## config.mk

```make
export PLATFORM = sky130hd
export DESIGN_NAME = pairing_host_ctrl
export DESIGN_NICKNAME = d
export VERILOG_FILES = /design/src/rtl/PARAMS_BN254_d0.sv /design/src/rtl/pairing_host_ctrl_pkg.sv /design/src/rtl/pairing_host_ctrl_rd_fifo.sv /design/src/rtl/pairing_host_ctrl.sv
export SDC_FILE = /design/constraint.sdc
export NUM_CORES = 1
export LEC_CHECK = 0
export CAP_MARGIN = 20
export CORE_AREA = 4 4 426 428
export DETAILED_ROUTE_END_ITERATION = 16
export DIE_AREA = 0 0 430 432
export SYNTH_ARGS = -nofsm -noshare
export SYNTH_HDL_FRONTEND = slang
export SYNTH_HIERARCHICAL = 1
export SYNTH_SLANG_ARGS = --single-unit
```

## constraint.sdc

```tcl
create_clock -name clk -period 8.6 [get_ports clk]
set_input_delay 1.72 -clock clk [delete_from_list [all_inputs] [get_ports clk]]
set_output_delay 1.72 -clock clk [all_outputs]
set_load 0.02 [all_outputs]
```

## src/rtl/PARAMS_BN254_d0.sv

```systemverilog
// Shared BN254 core parameters: the word type carried on the core RAM ports.
package PARAMS_BN254_d0;

   localparam int POLY_W = 264;

   typedef logic [POLY_W-1:0] redundant_poly_L3;

endpackage

```

## src/rtl/pairing_host_ctrl_pkg.sv

```systemverilog
// Host-controller types and sizing shared by the controller and its read FIFO.
package HOST_CTRL;

   typedef enum logic [2:0] {
      IDLE,
      LOAD,
      START,
      WAIT,
      DRAIN,
      ABORT
   } host_state_t;

   localparam int RD_LAT_DEF = 2;

   // Depth of RD_LAT + 2 keeps a full-rate drain bubble-free.
   function automatic int fifo_depth(input int rd_lat);
      return rd_lat + 2;
   endfunction

   localparam int FIFO_DEPTH = fifo_depth(RD_LAT_DEF);

endpackage

```

## src/rtl/pairing_host_ctrl_rd_fifo.sv

```systemverilog
// Small synchronous FIFO that buffers core read data ahead of the host result port.
module pairing_rd_fifo
   import PARAMS_BN254_d0::*;
#(
   parameter int DEPTH = 4,
   parameter int CNT_W = $clog2(DEPTH + 1)
) (
   input  logic             clk_i,
   input  logic             rstn_i,
   input  logic             push_i,
   input  redundant_poly_L3 din_i,
   input  logic             pop_i,
   output redundant_poly_L3 dout_o,
   output logic             full_o,
   output logic             empty_o,
   output logic [CNT_W-1:0] count_o
);

   localparam int PTR_W = (DEPTH > 1) ? $clog2(DEPTH) : 1;

   redundant_poly_L3 mem_q [DEPTH];
   logic [PTR_W-1:0] wr_ptr_q, rd_ptr_q;
   logic [CNT_W-1:0] count_q;
   logic             do_push, do_pop;

   function automatic logic [PTR_W-1:0] ptr_inc(input logic [PTR_W-1:0] p);
      return (p == PTR_W'(DEPTH - 1)) ? '0 : p + PTR_W'(1);
   endfunction

   // A push is still accepted when full as long as a pop frees a slot the same cycle.
   assign do_pop  = pop_i && (count_q != '0);
   assign do_push = push_i && (!full_o || do_pop);

   always_ff @(posedge clk_i or negedge rstn_i) begin
      if (!rstn_i) begin
         wr_ptr_q <= '0;
         rd_ptr_q <= '0;
         count_q  <= '0;
      end else begin
         if (do_push) wr_ptr_q <= ptr_inc(wr_ptr_q);
         if (do_pop)  rd_ptr_q <= ptr_inc(rd_ptr_q);
         count_q <= count_q + CNT_W'(do_push) - CNT_W'(do_pop);
      end
   end

   always_ff @(posedge clk_i) begin
      if (do_push) mem_q[wr_ptr_q] <= din_i;
   end

   assign dout_o  = mem_q[rd_ptr_q];
   assign full_o  = (count_q == CNT_W'(DEPTH));
   assign empty_o = (count_q == '0);
   assign count_o = count_q;

endmodule

```

## src/rtl/pairing_host_ctrl.sv

```systemverilog
// Host-side sequencer for the BN254 pairing core: load operands, start, wait, drain results.
module pairing_host_ctrl
   import PARAMS_BN254_d0::*;
   import HOST_CTRL::*;
#(
   parameter logic [8:0]  IN_BASE  = 9'd0,
   parameter int          N_IN     = 12,
   parameter logic [8:0]  OUT_BASE = 9'd256,
   parameter int          N_OUT    = 12,
   parameter int          RD_LAT   = 2,
   parameter logic [23:0] TIMEOUT  = 24'hFF_FFFF
) (
   input  logic             clk,
   input  logic             rstn,
   input  logic             cmd_valid,
   output logic             cmd_ready,
   input  logic [3:0]       cmd_func,
   input  logic             in_valid,
   output logic             in_ready,
   input  redundant_poly_L3 in_data,
   output logic             out_valid,
   input  logic             out_ready,
   output redundant_poly_L3 out_data,
   output logic             out_last,
   output logic             err_timeout,
   output logic             extin_en,
   output logic [8:0]       extin_addr,
   output redundant_poly_L3 extin_data,
   output logic [8:0]       extout_addr,
   input  redundant_poly_L3 extout_data,
   output logic             run,
   output logic             swrst,
   output logic [3:0]       n_func,
   input  logic             busy,
   input  logic             endflag
);

   localparam int              FIFO_D   = fifo_depth(RD_LAT);
   localparam int              FCW      = $clog2(FIFO_D + 1);
   localparam int              IW       = FCW + 1;
   localparam int              CW       = 10;
   localparam logic [CW-1:0]   LAST_IN  = CW'(N_IN - 1);
   localparam logic [CW-1:0]   LAST_OUT = CW'(N_OUT - 1);
   localparam logic [CW-1:0]   N_OUT_C  = CW'(N_OUT);

   if (int'(IN_BASE) + N_IN > 512) begin : g_in_range
      $error("IN_BASE + N_IN runs past the 512-word core RAM");
   end
   if (int'(OUT_BASE) + N_OUT > 512) begin : g_out_range
      $error("OUT_BASE + N_OUT runs past the 512-word core RAM");
   end
   if (RD_LAT < 1) begin : g_rd_lat
      $error("RD_LAT must be at least one cycle");
   end
   if (TIMEOUT == 24'd0) begin : g_timeout
      $error("TIMEOUT must be non-zero");
   end

   host_state_t      state_q, state_d;
   logic [CW-1:0]    cnt_q, cnt_d;
   logic [CW-1:0]    rd_cnt_q, rd_cnt_d;
   logic [CW-1:0]    pop_cnt_q, pop_cnt_d;
   logic [23:0]      tmo_q, tmo_d;
   logic [3:0]       func_q, func_d;
   logic             err_q, err_d;
   logic [RD_LAT-1:0] vld_q;

   logic             cmd_hs, in_hs, rd_issue, pop, push;
   logic [IW-1:0]    inflight;
   logic [FCW-1:0]   fifo_cnt;
   logic             fifo_full, fifo_empty;
   redundant_poly_L3 fifo_head;

   assign cmd_ready = rstn && (state_q == IDLE) && !busy;
   assign cmd_hs    = cmd_valid && cmd_ready;
   assign in_ready  = (state_q == LOAD);
   assign in_hs     = in_valid && in_ready;

   // Operand writes go straight to the core RAM in the handshake cycle.
   assign extin_en   = in_hs;
   assign extin_addr = IN_BASE + cnt_q[8:0];
   assign extin_data = in_hs ? in_data : '0;

   always_comb begin
      inflight = '0;
      for (int i = 0; i < RD_LAT; i++) inflight = inflight + IW'(vld_q[i]);
   end

   // Credit check: reads in flight plus stored words may never exceed the FIFO depth.
   assign rd_issue    = (state_q == DRAIN) && (rd_cnt_q < N_OUT_C) &&
                        ((inflight + IW'(fifo_cnt)) < IW'(FIFO_D));
   assign extout_addr = (state_q == DRAIN) ? OUT_BASE + rd_cnt_q[8:0] : OUT_BASE;
   assign push        = vld_q[RD_LAT-1];

   assign out_valid   = (state_q == DRAIN) && !fifo_empty;
   assign pop         = out_valid && out_ready;
   assign out_data    = out_valid ? fifo_head : '0;
   assign out_last    = out_valid && (pop_cnt_q == LAST_OUT);

   assign run         = (state_q == START);
   assign swrst       = (state_q == ABORT);
   assign n_func      = func_q;
   assign err_timeout = err_q;

   always_comb begin
      state_d   = state_q;
      cnt_d     = cnt_q;
      rd_cnt_d  = rd_cnt_q;
      pop_cnt_d = pop_cnt_q;
      tmo_d     = tmo_q;
      func_d    = func_q;
      err_d     = err_q;
      case (state_q)
         IDLE: begin
            if (cmd_hs) begin
               func_d  = cmd_func;
               err_d   = 1'b0;
               cnt_d   = '0;
               state_d = (N_IN == 0) ? START : LOAD;
            end
         end
         LOAD: begin
            if (in_hs) begin
               cnt_d = cnt_q + CW'(1);
               if (cnt_q == LAST_IN) state_d = START;
            end
         end
         START: begin
            tmo_d   = '0;
            state_d = WAIT;
         end
         WAIT: begin
            tmo_d = tmo_q + 24'd1;
            // Completion takes priority over a timeout landing in the same cycle.
            if (endflag) begin
               rd_cnt_d  = '0;
               pop_cnt_d = '0;
               state_d   = (N_OUT == 0) ? IDLE : DRAIN;
            end else if (tmo_d == TIMEOUT) begin
               err_d   = 1'b1;
               state_d = ABORT;
            end
         end
         DRAIN: begin
            if (rd_issue) rd_cnt_d = rd_cnt_q + CW'(1);
            if (pop) begin
               pop_cnt_d = pop_cnt_q + CW'(1);
               if (pop_cnt_q == LAST_OUT) state_d = IDLE;
            end
         end
         ABORT: state_d = IDLE;
         default: state_d = IDLE;
      endcase
   end

   always_ff @(posedge clk or negedge rstn) begin
      if (!rstn) begin
         state_q   <= IDLE;
         cnt_q     <= '0;
         rd_cnt_q  <= '0;
         pop_cnt_q <= '0;
         tmo_q     <= '0;
         func_q    <= '0;
         err_q     <= 1'b0;
      end else begin
         state_q   <= state_d;
         cnt_q     <= cnt_d;
         rd_cnt_q  <= rd_cnt_d;
         pop_cnt_q <= pop_cnt_d;
         tmo_q     <= tmo_d;
         func_q    <= func_d;
         err_q     <= err_d;
      end
   end

   // Read-valid tag follows the RAM latency; its exit registers the data into the FIFO.
   always_ff @(posedge clk or negedge rstn) begin
      if (!rstn) begin
         vld_q <= '0;
      end else begin
         vld_q[0] <= rd_issue;
         for (int i = 1; i < RD_LAT; i++) vld_q[i] <= vld_q[i-1];
      end
   end

   pairing_rd_fifo #(
      .DEPTH (FIFO_D),
      .CNT_W (FCW)
   ) u_fifo (
      .clk_i   (clk),
      .rstn_i  (rstn),
      .push_i  (push),
      .din_i   (extout_data),
      .pop_i   (pop),
      .dout_o  (fifo_head),
      .full_o  (fifo_full),
      .empty_o (fifo_empty),
      .count_o (fifo_cnt)
   );

   a_no_overflow: assert property (@(posedge clk) disable iff (!rstn)
      !(push && fifo_full && !pop));

endmodule

```

* Yosys cells after proc, flatten, opt, wreduce, memory -nomap -nowiden *
Memory sizes are Yosys's and may differ from the RTL's.
Cells that the tools add are included.

word-level totals
  memories kept = 1
  bits in writable memories = 1056
  bits of input ports = 539
  logic and storage cells = 102
  register bits after elaboration = 71
  output and inout port bits = 558

memory list
  memory        depth  bits a word  read ports  clocked after Yosys merged registers in  wr ports  RTL line                         source
  u_fifo.mem_q  4      264          1           0                                        1         pairing_host_ctrl_rd_fifo.sv:21  redundant_poly_L3 mem_q [DEPTH];

cells by class
  equal/unequal tests = 21
  muxes and demuxes = 28
  add/sub/neg operators = 11
  reductions and logical operators = 28
  magnitude comparators = 2

operators with widths
  operator               count
  $mux 264               2
  $pmux 10 s2            3
  $mux 10                5
  $pmux 24 s2            1
  $add 10x1->10 const B  3
  $add 24x1->24 const B  1
  $eq 24x24->1 const B   1
  $mux 3                 7
  $eq 10x4->1 const B    2
  $pmux 3 s5             1
  $logic_and 1x1->1      11
  $lt 10x4->1 const B    1
  $ne 2x2->1 const B     5
  $add 9x9->9 const A    1
  $eq 3x3->1 const B     3
  $mux 9                 1
  $reduce_and 3->1       3
  $ne 2x1->1 const B     4
  $reduce_bool 2->1      4
  $eq 3x2->1 const B     2
  $logic_not 3->1        2
  $reduce_and 6->1       1
  $mux 1                 5
  $add 2x1->2 const B    2
  other kinds (15)       19

* Logic depth before layout (Yosys ltp) *
Gate-level depths: netlist (run 1).

  word-level depth = 9
  mapped depth = 12
  mapped depth without buffers = 12

* By module *
Netlist (run 1), hierarchy kept.

by module, submodules not included
  module             instances  cells an instance  sequential area each (um2)  area an instance (um2)
  pairing_rd_fifo    1          1416               31885.6                     38558.2
  pairing_host_ctrl  1          1038               1601.5                      7263.2

* Worst setup path before layout (run 1) *
No wires, ideal clock.

  path type = input -> register
  from = input out_ready
  to = memory u_fifo/mem_q[1][0] (netlist name) (enable)
  stages = 5
  library setup time = 0.659 ns
  data arrival time = 8.338 ns
  data required time = 7.941 ns
  path buffers = 0
  slack = -0.397 ns
  path through = nand2_1 -> inv_1 -> inv_1 -> a21boi_1 -> and2_1

on the way
  cells in the longest elaborated chain, start to end = 6

ends and longest elaborated chain
  item                          RTL line                         source
  start: declaration            pairing_host_ctrl.sv:22          input logic out_ready,
  $logic_and 1x1->1             pairing_host_ctrl.sv:96          assign pop = out_valid && out_ready;
  named net pop                 pairing_host_ctrl.sv:68          logic cmd_hs, in_hs, rd_issue, pop, push;
  $logic_and 1x1->1             pairing_host_ctrl_rd_fifo.sv:31  assign do_pop = pop_i && (count_q != '0);
  $logic_or 1x1->1              pairing_host_ctrl_rd_fifo.sv:32  assign do_push = push_i && (!full_o || do_pop);
  $logic_and 1x1->1             pairing_host_ctrl_rd_fifo.sv:32
  $mux 1                        pairing_host_ctrl_rd_fifo.sv:47  if (do_push) mem_q[wr_ptr_q] <= din_i;
  $mux 1 (implied by the code)  pairing_host_ctrl_rd_fifo.sv:47
  end: declaration              pairing_host_ctrl_rd_fifo.sv:21

The timed path passes the listed nets, and every way through them passes these cells.

* Final worst setup path (run 1) *
  from = register u_fifo.rd_ptr_q[0]
  to = output out_data[128]

on the way
  cells in the longest elaborated chain, start to end = 2

ends and longest elaborated chain
  item                      RTL line                         source
  start: declaration        pairing_host_ctrl_rd_fifo.sv:22  logic [PTR_W-1:0] wr_ptr_q, rd_ptr_q;
  start signal: assignment  pairing_host_ctrl_rd_fifo.sv:41  if (do_pop) rd_ptr_q <= ptr_inc(rd_ptr_q);
  $mem_v2 4x264             --
  named net fifo_head[128]  pairing_host_ctrl.sv:72          redundant_poly_L3 fifo_head;
  $mux 264                  pairing_host_ctrl.sv:97          assign out_data = out_valid ? fifo_head : '0;
  end: declaration          pairing_host_ctrl.sv:23          output redundant_poly_L3 out_data,

The timed path passes the listed nets, and every way through them passes these cells.

==> impl_metrics.py, run 1 <==
metrics = {
    "outcome": {
        "outcome": "finished clean",
    },
    "global_routing": {
        "antenna_found_initial": 86,
        "grt_pass1_wl_um": 220000,
        "overflow": 0,
        "grt_max_degree": 268,
        "grt_pass1_vias": 27600,
        "grt.total_usage_pct": 16.7,
    },
    "logic_synthesis": {
        "synth_edf_count": 1056,
        "synth_seq_area_share_pct": 73.1,
        "netlist_area_um2": 45800,
        "avgSynthCellArea_um2": 18.7,
        "synth_nets": 3006,
        "yosys_warnings": 6,
        "netlist_instances": 2454,
        "synth_async_sr_flop_share_pct": 6.30,
        "ys_ff_latch": 1127,
        "synth_flop_cell": "edfxtp_1",
        "netlist-cell-type-count": 58,
        "synth_top_area_cell": "edfxtp_1",
        "synth.top_cell.area_share_pct": 69.2,
        "synthTopCellsByArea": "edfxtp_1 69%, mux4_2 13%, dfrtp_1 3.9%",
    },
    "setup_path": {
        "reg2reg_from": "state_q[0]",
        "cp_data_arrival_time_ps": 4060,
        "startpoint_type": "register",
        "crit_required_ps": 6880,
        "worst-r2r-cell-count": 8,
        "cp_max_fo": 41,
        "r2r_slack_ps": 4130,
        "regToRegEndpoint": "u_fifo/mem_q[1][141]",
        "crit_path_end_kind": "output port",
        "path_class": "reg -> out",
    },
    "timing": {
        "setup_viol": 0,
        "layout_worst_path_cycle_share_pct": 67.2,
        "fin_tns_setup_ps": 0,
        "rsz0062_at_grt": "false",
        "hold_viol_final": 0,
        "slew_headroom_pct": 14.3,
        "worst_pin_slew_ps": 1290,
        "fin_crit_ps": 5780,
        "skew_ps": 63.1,
        "final_max_slew_viol_count": 0,
        "clock.fmax_mhz": 173,
        "setup_slack_ps": 2820,
    },
    "layout": {
        "nets": 4085,
        "layout_common_cells": "1094 x clkdlybuf4s50_1, 1056 x edfxtp_1, 279 x and2_1, 273 x and3_1, 264 x mux4_2",
        "nFillCells": 16900,
        "area_growth_pct": 38.3,
        "final_common_cell": "clkdlybuf4s50_1",
        "drive_above_1_share_pct": 13.3,
        "multiInputGateArea_um2": 11400,
        "finish.utilization_pct": 35.6,
        "seq_area_um2": 33500,
    },
    "power": {
        "ir_worst_vdd_mv": 0.192,
        "pwr_density_cell_nw_per_um2": 226,
        "power.leakage_nw": 21.1,
    },
    "clock_tree": {
        "path_clk_slew_ps": 60,
        "cts.hold.buffers_added": 0,
        "htree_levels": 3,
        "post_cts_buffers": 0,
        "cts_tree": "yes",
        "cts_buffers": 121,
        "cts-root-buf": "clkbuf_16",
        "cts_resized": 0,
        "cts.sinks": 1127,
        "clkLatencyLatePin_ps": 750,
        "ctsLongestPathBuffers": 3,
    },
    "floorplanning": {
        "fp.dieW_um": 430,
        "start_util_pct": 25.8,
        "die_y_um": 432,
        "core_area_um2": 178000,
        "die_area_um2": 186000,
        "ios": 1097,
        "rows": 155,
    },
    "drt": {
        "route.vias.total": 27300,
        "post_drt_wl_per_cell_um": 26.6,
        "route.detailed.drc": 0,
        "vias_per_cell": 4.48,
        "ant_nets": 0,
        "drt_iter0_markers": 1663,
        "dr.pass1.iters": 5,
        "wirelength_um": 162000,
    },
    "placed_design": {
        "place_congestion": 1.17,
        "port_buffers": 1096,
        "dp_hpwl_um": 114000,
        "dp_slack_ps": 2950,
    },
    "min_path": {
        "hp-start": "vld_q[0]",
        "hold_depth": 0,
        "hold_class": "reg -> reg",
        "worstHoldEndpoint": "vld_q[1]",
    },
    "job": {
        "cap_violations": 0,
    },
}
## layout make-up
type                            instances  share of cell area (%)
Clock inverter                         71                    1.16
Inverter                               13                  0.0770
Sequential cell                      1127                    52.9
Clock buffer                          154                    4.97
Multi-Input combinational cell       1139                    17.9
Antenna cell                           99                   0.391
Tap cell                             2355                    4.65
Timing Repair Buffer                 1131                    18.0
## where the power goes
part,leakage (nW),internal [mW],switching (mW)
combinational,8.76,1.43,1.64
clock,1.86,2.85,2.19
sequential,10.4,6.11,0.124
total,21.1,10.4,3.95
## routing by layer
layer	share of wire [%]	GRT usage [%]
met5	0.066	0
met1	33	16.6
met4	6.4	10.9
met2	56	31.4
met3	5.3	3.52
## how the worst max path moves through the flow
stage,endpoint,slack [ps],from
6_report,out_data[128],2820,u_fifo/rd_ptr_q[0]
5_1_grt,out_data[128],2500,u_fifo/rd_ptr_q[0]
4_1_cts,out_data[128],2600,u_fifo/rd_ptr_q[0]
3_5_place_dp,extin_data[231],2950,in_valid
3_3_place_gp,extin_data[2],3110,in_valid
2_1_floorplan,u_fifo/mem_q[0][0],2550,out_ready
## worst max-delay path, cell delays in order (launching register included)
cell,delay (ps)
dfrtp_4,950
buf_4,820
mux4_2,660
and2_1,230
clkdlybuf4s50_1,590
## metrics by stage
step	total power [mW]	hold slack [ps]	cell area [um^2]	instances
floorplan	8.01	360	45800	2454
global placement	9.39	367	59200	5765
detailed placement	9.43	390	59200	5765
CTS	14.5	398	63100	5990
global route	14.9	416	63400	6080
finish	14.3	399	63400	6089
## synthesized netlist by cell type (14+ instances only)
cell type / instances
edfxtp_1: 1056
and2_1: 283
and3_1: 273
mux4_2: 264
clkbuf_1: 100
dfrtp_1: 71
nand2_1: 71
nor2_1: 38
buf_2: 34
o21ai_0: 32
buf_6: 26
nand3_1: 23
a21oi_1: 18
nand4_1: 14
## state kept, by name, summed over array words and instances (netlist names)
signal,flops
vld_q,2
err_timeout,1
state_q,3
rd_cnt_q,10
u_fifo/rd_ptr_q,2
n_func,4
u_fifo/mem_q,1056
pop_cnt_q,10
cnt_q,10
u_fifo/wr_ptr_q,2
tmo_q,24
u_fifo/count_o,3
## cell families (layout without fill, tap and decap cells)
| kind of cell | after synthesis | count (layout) | share of synthesized area [%] |
|---|---|---|---|
| DFF | 1127 | 1127 | 73.1 |
| and+or+nand+nor | 748 | 748 | 9.63 |
| muxes | 274 | 274 | 13.2 |
| buffers and inverters | 188 | 1369 | 2.20 |
| AOI/OAI and AO/OA | 84 | 84 | 1.13 |
| xor gates and xnor gates | 20 | 20 | 0.382 |
| adders and majority gates | 13 | 13 | 0.371 |
| other | 0 | 99 | 0 |
Power figures use the tool's default switching activity.
==> run 2: changes to the inputs <==
clock period = 5.3 ns   (was 8.6 ns; I/O delays follow)
==> run 2 against run 1 <==
Compared with the run above:
- wire length up 0.73%
- worst hold slack worse by 130 ps
- critical path depth up 2
- design area up 0.39%
- core utilization up 0.14 points
- sequential power up 62%
- die area unchanged
- power up 60%
- register-to-register slack worse by 2400 ps
- cell count about the same
- sequential share of layout area down 0.21 points
- setup slack worse by 2100 ps
==> impl_metrics.py, run 2 (synthesis gave the netlist of run 1 again) <==
metrics = {
    "outcome": {
        "outcome": "finished clean",
    },
    "drt": {
        "route.detailed.drc": 0,
        "dr.pass1.iters": 5,
        "ant_nets": 0,
        "post_drt_wl_per_cell_um": 26.8,
        "drt_iter0_markers": 1822,
        "wirelength_um": 163000,
        "vias_per_cell": 4.48,
        "route.vias.total": 27300,
    },
    "clock_tree": {
        "cts_tree": "yes",
        "cts_resized": 0,
        "cts_buffers": 117,
        "post_cts_buffers": 0,
        "cts.hold.buffers_added": 0,
        "path_clk_slew_ps": 60,
        "ctsLongestPathBuffers": 3,
        "htree_levels": 3,
        "cts.sinks": 1127,
        "cts-root-buf": "clkbuf_16",
        "clkLatencyLatePin_ps": 750,
    },
    "global_routing": {
        "antenna_found_initial": 58,
        "overflow": 0,
        "grt_pass1_wl_um": 222000,
        "grt_pass1_vias": 27900,
        "grt_max_degree": 162,
        "grt.total_usage_pct": 16.9,
    },
    "floorplanning": {
        "die_y_um": 432,
        "start_util_pct": 25.8,
        "fp.dieW_um": 430,
        "die_area_um2": 186000,
        "ios": 1097,
        "core_area_um2": 178000,
        "rows": 155,
    },
    "layout": {
        "layout_common_cells": "1094 x clkdlybuf4s50_1, 1056 x edfxtp_1, 279 x and2_1, 273 x and3_1, 264 x mux4_2",
        "nets": 4133,
        "finish.utilization_pct": 35.8,
        "largest_register": "u_fifo/mem_q",
        "largest_reg_flops": 1056,
        "top_regs": "u_fifo/mem_q (1056), tmo_q (24)",
        "drive_above_1_share_pct": 14.1,
        "stdcell_count": 6088,
        "final_common_cell": "clkdlybuf4s50_1",
        "area_growth_pct": 38.8,
    },
    "min_path": {
        "hold_class": "in -> async",
    },
    "timing": {
        "worst_pin_slew_ps": 1090,
        "fin_crit_ps": 4530,
        "final_max_slew_viol_count": 0,
        "layout_worst_path_cycle_share_pct": 85.6,
        "hold_viol_final": 0,
        "clock.fmax_mhz": 221,
        "skew_ps": 75.4,
        "slew_headroom_pct": 27.4,
        "fin_tns_setup_ps": 0,
        "rsz0062_at_grt": "false",
        "setup_viol": 0,
    },
    "power": {
        "power_mw": 22.9,
        "ir_worst_vdd_mv": 0.274,
        "power.leakage_nw": 21.3,
        "pwr_density_cell_nw_per_um2": 361,
    },
    "setup_path": {
        "path_class": "reg -> out",
        "crit_path_end_kind": "output port",
        "cp_max_fo": 93,
        "cp_data_arrival_time_ps": 3470,
        "startpoint_type": "register",
        "crit_required_ps": 4240,
        "worst-r2r-cell-count": 9,
    },
    "placed_design": {
        "dpl.cell_count": 5816,
        "place_congestion": 1.16,
        "dp_hpwl_um": 120000,
        "port_buffers": 1096,
    },
    "job": {
        "cap_violations": 0,
    },
}
## run 2: cell types whose count changed in the layout (fill, tap and decap cells not counted), moves of 2 or more
cell | before | now
buf_12 | 13 | 36
buf_4 | 23 | 52
bufinv_16 | 8 | 2
clkbuf_16 | 121 | 117
clkbuf_8 | 0 | 2
clkinv_16 | 7 | 5
clkinv_2 | 20 | 15
clkinvlp_4 | 8 | 5
diode_2 | 99 | 63
inv_8 | 1 | 3
## run 2: worst paths after layout
path | startpoint | endpoint | slack, ps
setup / recovery | state_q[0] | out_data[140] | 770
hold / removal | rstn | n_func[1] | 270
setup reg to reg | state_q[0] | u_fifo/mem_q[3][128] | 1700
hold reg to reg | vld_q[0] | vld_q[1] | 400
max in group asynchronous | rstn | u_fifo/rd_ptr_q[0] | 4050
min in group clk | vld_q[0] | vld_q[1] | 400
## run 2: layer usage
| layer | routed length (um) | part of all wire (%) | GRT usage (%) | up-vias |
|---|---|---|---|---|
| met5 | 88 | 0.054 | 0 | - |
| met4 | 9160 | 5.6 | 10.4 | 14 |
| met3 | 8830 | 5.4 | 3.68 | 302 |
| met2 | 92500 | 57 | 32.0 | 941 |
| met1 | 52500 | 32 | 16.6 | 14000 |
| li1 | - | - | - | 12000 |
## run 2: through the flow
step | worst slack [ps] | hold WS (ps) | instance area, um^2
final | 765 | 270 | 63600
after global routing | 581 | 264 | 63600
after CTS | 567 | 211 | 63500
after detailed placement | 1170 | 382 | 59900
after global placement | 1160 | 376 | 59900
after floorplan | -92.1 | 360 | 45800
## run 2: area by class of cell
cell class	count	area, um^2
diodes	63	158
multi-input cells	1139	11400
flip-flops and latches	1127	33500
inverters	13	48.8
well taps	2355	2950
fillers	16700	114000
clock buffers	151	3080
repair buffers	1183	12100
clock inverters	57	475
## run 2: worst max-delay path: stages, from the launching register on
cell and delay, ps:
dfrtp_1 360, buf_4 200, nor4b_4 430, buf_12 290, buf_12 320, and2_1 210
clkdlybuf4s50_1 730
## run 2: where the power goes
group	total [mW]	switching, mW	internal [mW]
registers	10.1	0.166	9.91
logic	5.26	2.86	2.40
clock network	7.60	3.40	4.20
==> run 3: changes to the inputs <==
CAP_MARGIN = not set   (was 20)
CORE_AREA = 4 4 422 424   (was 4 4 426 428)
DIE_AREA = 0 0 426 428   (was 0 0 430 432)
==> run 3 against run 2 <==
Compared with the run above:
- wire length grew 0.58%
- design area is essentially flat
- count of clock-buffer cells in the layout grew 2
- core utilization grew 0.80 points
- die area shrank 1.8%
- largest cell class unchanged
- global-route usage grew 0.56 points
- sequential share of layout area is essentially flat
- via count is essentially flat
- largest power group unchanged
- fmax shrank 5.2%
- clock skew shrank 35 ps
- highest routed layer unchanged
==> impl_metrics.py, run 3 (synthesis gave the netlist of run 1 again) <==
metrics = {
    "global_routing": {
        "grt_pass1_vias": 28000,
        "grt.total_usage_pct": 17.4,
        "grt_pass1_wl_um": 225000,
        "grt_max_degree": 99,
        "overflow": 0,
        "antenna_found_initial": 70,
    },
    "layout": {
        "area_growth_pct": 38.7,
        "top_regs": "u_fifo/mem_q (1056), tmo_q (24)",
        "largest_reg_flops": 1056,
        "nFillCells": 16400,
        "largest_register": "u_fifo/mem_q",
        "final_common_cell": "clkdlybuf4s50_1",
        "nets": 4134,
        "fin_area_um2": 63600,
        "drive_above_1_share_pct": 14.2,
        "layout_common_cells": "1094 x clkdlybuf4s50_1, 1056 x edfxtp_1, 279 x and2_1, 273 x and3_1, 264 x mux4_2",
    },
    "timing": {
        "fin_crit_ps": 4780,
        "worst_pin_slew_ps": 977,
        "setup_slack_ps": 517,
        "slew_headroom_pct": 34.6,
        "clock.fmax_mhz": 209,
        "final_max_slew_viol_count": 0,
        "rsz0062_at_grt": "false",
        "hold_ws_ps": 393,
        "fin_tns_setup_ps": 0,
        "skew_ps": 40.5,
        "setup_viol": 0,
        "layout_worst_path_cycle_share_pct": 90.2,
        "hold_viol_final": 0,
    },
    "setup_path": {
        "cp_data_arrival_time_ps": 3720,
        "reg2reg_from": "state_q[0]",
        "crit_path_end_kind": "output port",
        "crit_start": "state_q[0]",
        "worst-r2r-cell-count": 8,
        "startpoint_type": "register",
        "r2r_slack_ps": 1050,
        "path_class": "reg -> out",
        "cp_max_fo": 87,
        "regToRegEndpoint": "u_fifo/mem_q[3][106]",
        "crit_required_ps": 4240,
        "cp-endpoint": "extin_data[257]",
    },
    "placed_design": {
        "port_buffers": 1096,
        "place_congestion": 0.935,
        "dp_hpwl_um": 121000,
        "dp_slack_ps": 1030,
        "placed_cell_area_um2": 59900,
    },
    "clock_tree": {
        "ctsLongestPathBuffers": 3,
        "post_cts_buffers": 0,
        "cts_buffers": 115,
        "cts-root-buf": "clkbuf_16",
        "path_clk_slew_ps": 60,
        "cts_tree": "yes",
        "htree_levels": 3,
        "cts_resized": 0,
        "cts.sinks": 1127,
        "cts.hold.buffers_added": 0,
        "clkLatencyLatePin_ps": 730,
    },
    "power": {
        "power_mw": 23.1,
        "power.leakage_nw": 21.3,
        "ir_worst_vdd_mv": 0.260,
        "pwr_density_cell_nw_per_um2": 363,
    },
    "drt": {
        "drt_iter0_markers": 1897,
        "post_drt_wl_per_cell_um": 27.2,
        "route.vias.total": 27300,
        "wirelength_um": 164000,
        "route.detailed.drc": 0,
        "vias_per_cell": 4.53,
        "ant_nets": 0,
        "dr.pass1.iters": 7,
    },
    "floorplanning": {
        "ios": 1097,
        "start_util_pct": 26.4,
        "core_area_um2": 174000,
        "die_y_um": 428,
        "fp.dieW_um": 426,
        "die_area_um2": 182000,
        "rows": 153,
    },
    "min_path": {
        "hold_class": "reg -> reg",
    },
    "outcome": {
        "outcome": "finished clean",
    },
    "job": {
        "cap_violations": 0,
    },
}
## run 3: worst min path at each step
| stage | from | slack, ps | cells after the start | to |
|---|---|---|---|---|
| 4_1_cts | vld_q[0] | 410 | 0 | vld_q[1] |
| 5_1_grt | vld_q[0] | 410 | 0 | vld_q[1] |
| 3_3_place_gp | vld_q[0] | 370 | 0 | vld_q[1] |
| 2_1_floorplan | vld_q[0] | 360 | 0 | vld_q[1] |
| 6_report | vld_q[0] | 390 | 0 | vld_q[1] |
| 3_5_place_dp | vld_q[0] | 390 | 0 | vld_q[1] |
## run 3: layer usage
| layer | global-route usage [%] | vias up | wire length [um] |
|---|---|---|---|
| met3 | 3.46 | 287 | 8700 |
| li1 | - | 12000 | - |
| met1 | 17.6 | 14100 | 54800 |
| met4 | 8.62 | 10 | 7470 |
| met2 | 33.6 | 917 | 93000 |
| met5 | 0 | - | 64 |
## run 3: worst max-delay path, stage by stage (launching register included)
cell and delay, ps:
dfrtp_1 710, nor3b_4 680, buf_12 320, buf_12 300
and3_1 220, clkdlybuf4s50_1 620
## run 3: per-stage QoR
step,utilization (%),instances
after floorplan,-,2454
after global placement,34.5,5790
after detailed placement,34.5,5790
after CTS,36.5,5997
after global routing,36.6,6034
final,36.6,6040
## run 3: power breakdown
group | total, mW | internal [mW] | switching (mW)
registers | 10.1 | 9.91 | 0.195
logic | 5.37 | 2.46 | 2.91
clock network | 7.58 | 4.25 | 3.33
## run 3: area by class of cell
cell class	count	area (um^2)	area share, %
flip-flops and latches	1127	33500	52.7
repair buffers	1186	12100	19.1
multi-input cells	1139	11400	17.9
clock buffers	153	3100	4.88
well taps	2325	2910	4.58
clock inverters	54	422	0.663
diodes	43	108	0.169
inverters	13	48.8	0.0768
